File: src/rtl/fixed_point_pkg.sv
// Shared definitions for the fixed-point arithmetic blocks (multiplier, divider).
// Holds default operand geometry, the control FSM encoding and a counter-width helper.
// No logic; imported by every fixed-point module.
package fixed_point_pkg;

    // Default operand format: UQ6.4
    localparam int WIDTH_DEF = 10;
    localparam int FRAC_DEF  = 4;

    typedef enum logic [1:0] {
        ST_IDLE = 2'd0,
        ST_CALC = 2'd1,
        ST_DONE = 2'd2
    } state_t;

    // Counter must be able to hold the value WIDTH
    function automatic int cnt_width(input int w);
        return $clog2(w + 1);
    endfunction

endpackage

File: src/rtl/fixed_multiplier_datapath.sv
// Shift-add datapath: B/Q/acc registers, WIDTH+1 adder, right shifter, zero detect.
// Latency: one shift-add step per cycle while shift is high; load takes effect on the same edge.
// Backpressure: none; controlled entirely by load/shift from the FSM.
//
// Ports: clock/reset (async active-low), load (capture operands, clear acc),
//        shift (one radix-2 step), a_in/b_in operands, p_out/ovf decoded from
//        the held {acc,Q} product, zero_op registered at load.
module fixed_multiplier_datapath
    import fixed_point_pkg::*;
#(
    parameter int WIDTH = WIDTH_DEF,
    parameter int FRAC  = FRAC_DEF
) (
    input  logic             clock,
    input  logic             reset,
    input  logic             load,
    input  logic             shift,
    input  logic [WIDTH-1:0] a_in,
    input  logic [WIDTH-1:0] b_in,
    output logic [WIDTH-1:0] p_out,
    output logic             ovf,
    output logic             zero_op
);

    logic [WIDTH-1:0]   b_q,   b_d;
    logic [WIDTH-1:0]   q_q,   q_d;
    logic [WIDTH-1:0]   acc_q, acc_d;
    logic               zero_q, zero_d;
    logic [WIDTH:0]     sum;
    logic [2*WIDTH-1:0] prod;

    always_comb begin
        b_d    = b_q;
        q_d    = q_q;
        acc_d  = acc_q;
        zero_d = zero_q;
        // Partial product is B gated by the current multiplier LSB
        sum    = {1'b0, acc_q} + ({1'b0, b_q} & {(WIDTH+1){q_q[0]}});
        if (load) begin
            b_d    = b_in;
            q_d    = a_in;
            acc_d  = '0;
            zero_d = (a_in == '0) || (b_in == '0);
        end else if (shift) begin
            // {acc,Q} <= {sum,Q} >> 1 : sum LSB drops into the top of Q
            acc_d = sum[WIDTH:1];
            q_d   = {sum[0], q_q[WIDTH-1:1]};
        end
    end

    always_ff @(posedge clock or negedge reset) begin
        if (!reset) begin
            b_q    <= '0;
            q_q    <= '0;
            acc_q  <= '0;
            zero_q <= 1'b0;
        end else begin
            b_q    <= b_d;
            q_q    <= q_d;
            acc_q  <= acc_d;
            zero_q <= zero_d;
        end
    end

    // Raw 2*WIDTH product; result is the truncated middle slice, anything
    // above it is integer overflow.
    assign prod    = {acc_q, q_q};
    assign p_out   = WIDTH'(prod >> FRAC);
    assign ovf     = |(prod >> (FRAC + WIDTH));
    assign zero_op = zero_q;

endmodule

File: src/rtl/fixed_multiplier_10.sv
// Sequential unsigned fixed-point multiplier, p = (a*b)>>FRAC truncated, ovf flagged.
// Latency: done pulses in the cycle after edge k+WIDTH, where k is the accepting edge.
// Backpressure: start is sampled only in IDLE; ignored while busy or during DONE.
//
// Ports: clock, reset (async active-low), start, par_in_a, par_in_b,
//        busy, done, par_out_p, ovf, zero_op.
module fixed_multiplier_10
    import fixed_point_pkg::*;
#(
    parameter int WIDTH = WIDTH_DEF,
    parameter int FRAC  = FRAC_DEF
) (
    input  logic             clock,
    input  logic             reset,
    input  logic             start,
    input  logic [WIDTH-1:0] par_in_a,
    input  logic [WIDTH-1:0] par_in_b,
    output logic             busy,
    output logic             done,
    output logic [WIDTH-1:0] par_out_p,
    output logic             ovf,
    output logic             zero_op
);

    localparam int CNT_W = cnt_width(WIDTH);

    state_t           state_q, state_d;
    logic [CNT_W-1:0] cnt_q,   cnt_d;
    logic             load;
    logic             shift;

    always_comb begin
        state_d = state_q;
        cnt_d   = cnt_q;
        load    = 1'b0;
        shift   = 1'b0;
        case (state_q)
            ST_IDLE: begin
                if (start) begin
                    load    = 1'b1;
                    cnt_d   = '0;
                    state_d = ST_CALC;
                end
            end
            ST_CALC: begin
                shift = 1'b1;
                cnt_d = cnt_q + CNT_W'(1);
                // The edge that performs the WIDTH-th step leaves CALC
                if (cnt_q == CNT_W'(WIDTH - 1)) begin
                    state_d = ST_DONE;
                end
            end
            ST_DONE: begin
                state_d = ST_IDLE;
            end
            default: begin
                state_d = ST_IDLE;
            end
        endcase
    end

    always_ff @(posedge clock or negedge reset) begin
        if (!reset) begin
            state_q <= ST_IDLE;
            cnt_q   <= '0;
        end else begin
            state_q <= state_d;
            cnt_q   <= cnt_d;
        end
    end

    assign busy = (state_q == ST_CALC);
    assign done = (state_q == ST_DONE);

    fixed_multiplier_datapath #(
        .WIDTH (WIDTH),
        .FRAC  (FRAC)
    ) u_datapath (
        .clock   (clock),
        .reset   (reset),
        .load    (load),
        .shift   (shift),
        .a_in    (par_in_a),
        .b_in    (par_in_b),
        .p_out   (par_out_p),
        .ovf     (ovf),
        .zero_op (zero_op)
    );

endmodule

File: config.mk
export PLATFORM = sky130hd
export DESIGN_NAME = fixed_multiplier_10
export DESIGN_NICKNAME = d
export VERILOG_FILES = /design/src/rtl/fixed_point_pkg.sv /design/src/rtl/fixed_multiplier_datapath.sv /design/src/rtl/fixed_multiplier_10.sv
export SDC_FILE = /design/constraint.sdc
export NUM_CORES = 1
export LEC_CHECK = 0
export CAP_MARGIN = 10
export CELL_PAD_IN_SITES_DETAIL_PLACEMENT = 1
export CELL_PAD_IN_SITES_GLOBAL_PLACEMENT = 2
export CORE_UTILIZATION = 30
export CTS_CLUSTER_SIZE = 40
export DETAILED_ROUTE_END_ITERATION = 8
export PLACE_DENSITY = 0.78
export SYNTH_ARGS = -nofsm -noshare
export SYNTH_HDL_FRONTEND = slang
export SYNTH_SLANG_ARGS = --single-unit
File: constraint.sdc
create_clock -name clock -period 3.9 [get_ports clock]
set_input_delay 0.585 -clock clock [delete_from_list [all_inputs] [get_ports clock]]
set_output_delay 0.585 -clock clock [all_outputs]
set_load 0.005 [all_outputs]
==> flow_metrics.tcl <==
set metrics [dict create \
    dr.pass1.iters 4 \
    grt_pass1_wl_mm 8.53 \
    drive_gt1_frac 0.0979 \
    syn_area_mm2 0.00209 \
    start_kind "flip-flop" \
    ant_nets 0 \
    crit_type "flip-flop to output pin" \
    placed_area_mm2 0.00244 \
    ctsHtreeMaxLevel 2 \
    seq_area_frac_synth 0.444 \
    cp_slowest_cell "dfrtp_1" \
    layout_common_cells "37 x dfrtp_1, 35 x clkdlybuf4s50_1, 25 x nand2_1" \
    crit_chain "nand2b_1 -> inv_1 -> clkdlybuf4s50_1" \
    place_congestion 0.734 \
    hp-class "input port to asynchronous set/reset pin" \
    clock-sinks 37 \
    synth_area_per_cell_um2 10.1 \
    pin_count 37 \
    final_common_cell "dfrtp_1" \
    clkLatencyLatePin_ns 0.29 \
    tightestPinTransition_ns 0.839 \
    fp.dieW_um 85.4 \
    ir_worst_vdd_uv 233 \
    cellPowerDensity_mw_per_mm2 746 \
    syn_inst 207 \
    whs_ns 0.399 \
    cts_tree "built" \
    ys_warn_count 0 \
    clock-skew-final_ns 0.00688 \
    arrival_ns 2.13 \
    fin_setup_tns_ns 0 \
    crit_path_end_kind "output pin" \
    r2r_cells 8 \
    p_total_w 0.00188 \
    io_buffers 36 \
    cts-root-buf "clkbuf_8" \
    fin_crit_ns 2.72 \
    vias 1592 \
    drtIter0Drc 52 \
    slew_headroom 0.441 \
    synth_nets 243 \
    cap_violations 0 \
    synth_seq_cells 37 \
    fmax_mhz 368 \
    cp_slowest_stage_delay_ns 0.61 \
    crit_required_ns 3.31 \
    post-route-period-util 0.696 \
    setup_viol 0 \
    register_area_um2 926 \
    rsz0062_at_grt "false" \
    die_area_mm2 0.00729 \
    postCtsResizedCells 0 \
    cts_inserted_buffers 5 \
    antenna_found_initial 0 \
    start_util 0.309 \
    grt-ovfl-total 0 \
    dpl.hpwl_mm 3.57 \
    status "complete, no violations" \
    cp_max_fo 14 \
    drt-total-wl_mm 4.88 \
    antenna_cells 0 \
    drc 0 \
    via_per_inst 5.05 \
    post_drt_wl_per_cell_um 15.5 \
    area_delta_synth_final_pct 20.9 \
    clockBufferDepth 2 \
    clkSlewWorstSetupHoldPaths_ns 0.07 \
    nNetsFinal 270 \
    synthDistinctLibCells 37 \
    core_region_area_mm2 0.00676 \
    p_leak_nw 1.06 \
    drv_slew 0 \
    die_y_um 85.4 \
    rows 30 \
    timing.final.hold_violations 0 \
    multiInputGateArea_mm2 0.00102 \
    grt_max_degree 38 \
    post_cts_buffers 0 \
    design_area_mm2 0.00252 \
    final_util 0.373 \
    cts_hold_repair.buffers 0 \
    fill_cells 775 \
    track_usage 0.151 \
    grt_pass1_vias 1693 \
]
final timing paths:
kind | to | startpoint | slack (ns)
min | u_datapath.acc_q[5] | reset | 0.40
min in group clock | u_datapath.q_q[2] | u_datapath.q_q[2] | 0.49
max | busy | state_q[0] | 1.18
max in group asynchronous | u_datapath.b_q[9] | reset | 2.97
max reg2reg | u_datapath.acc_q[7] | u_datapath.q_q[0] | 1.72
min reg2reg | u_datapath.q_q[2] | u_datapath.q_q[2] | 0.49
Yosys cell counts, drive strengths merged:
cell	number	area, um^2
a21boi	1	7.51
a21o	1	7.51
a21oi	9	52.6
a22o	2	17.5
a22oi	10	75.1
a31oi	2	12.5
and2	11	68.8
and3	1	6.26
buf	14	104
clkbuf	5	18.8
dfrtp	37	926
fa	1	20.0
ha	12	150
inv	4	15.0
mux2	10	131
nand2	25	93.8
nand2b	1	6.26
nand3	4	20.0
nand3b	2	15.0
nand4	2	12.5
nor2	5	18.8
nor2b	3	18.8
nor3	2	10.0
nor4	5	31.3
o211a	1	10.0
o211ai	3	27.5
o21ai	24	124
o21bai	2	15.0
xnor2	3	26.3
xor2	5	43.8
cell type report:
cell class | instances | area share
repair buffers | 39 | 0.150
flip-flops and latches | 37 | 0.367
well taps | 80 | 0.0397
clock buffers | 8 | 0.0318
inverters | 4 | 0.00596
multi-input cells | 147 | 0.405
report_power, final:
group,internal (W),switching (W)
combinational,0.000469,0.000423
clock,0.000127,0.000131
sequential,0.000566,0.000164
worst max-delay path, delay by kind of cell, from the launching register on:
kind / cells / cell delay [ns]
AND/OR/NAND/NOR: 1 / 0.38
buffers and inverters: 2 / 0.85
flip-flops: 1 / 0.61
cell families (layout without fill, tap and decap cells):
group | Yosys count | after routing | share of synthesized area
AND/OR/NAND/NOR | 61 | 61 | 0.145
AO/OA/AOI/OAI | 55 | 55 | 0.167
flip-flops | 37 | 37 | 0.444
buffers and inverters | 23 | 51 | 0.0660
adder cells (fa/ha/maj) | 13 | 13 | 0.0816
multiplexers | 10 | 10 | 0.0630
XOR/XNOR | 8 | 8 | 0.0336
stage by stage:
step	setup WS, ns	instances
floorplan	1.89	207
global placement	1.55	307
detailed placement	1.50	307
CTS	1.17	315
global route	1.00	315
finish	1.18	315
per-layer routing:
layer  track usage  up-vias  wire (um)
li1              -      776          -
met1         0.200      776       2370
met2         0.248       33       2310
met3        0.0331        7        147
met4        0.0455        0         58
met5             0        -          0
flip-flops by register name, indices dropped and copies added, names as in the netlist:
register,cells
u_datapath.acc_q,10
u_datapath.b_q,10
u_datapath.q_q,10
cnt_q,4
state_q,2
u_datapath.zero_op,1
No activity file was read; power rests on OpenSTA's default activity.
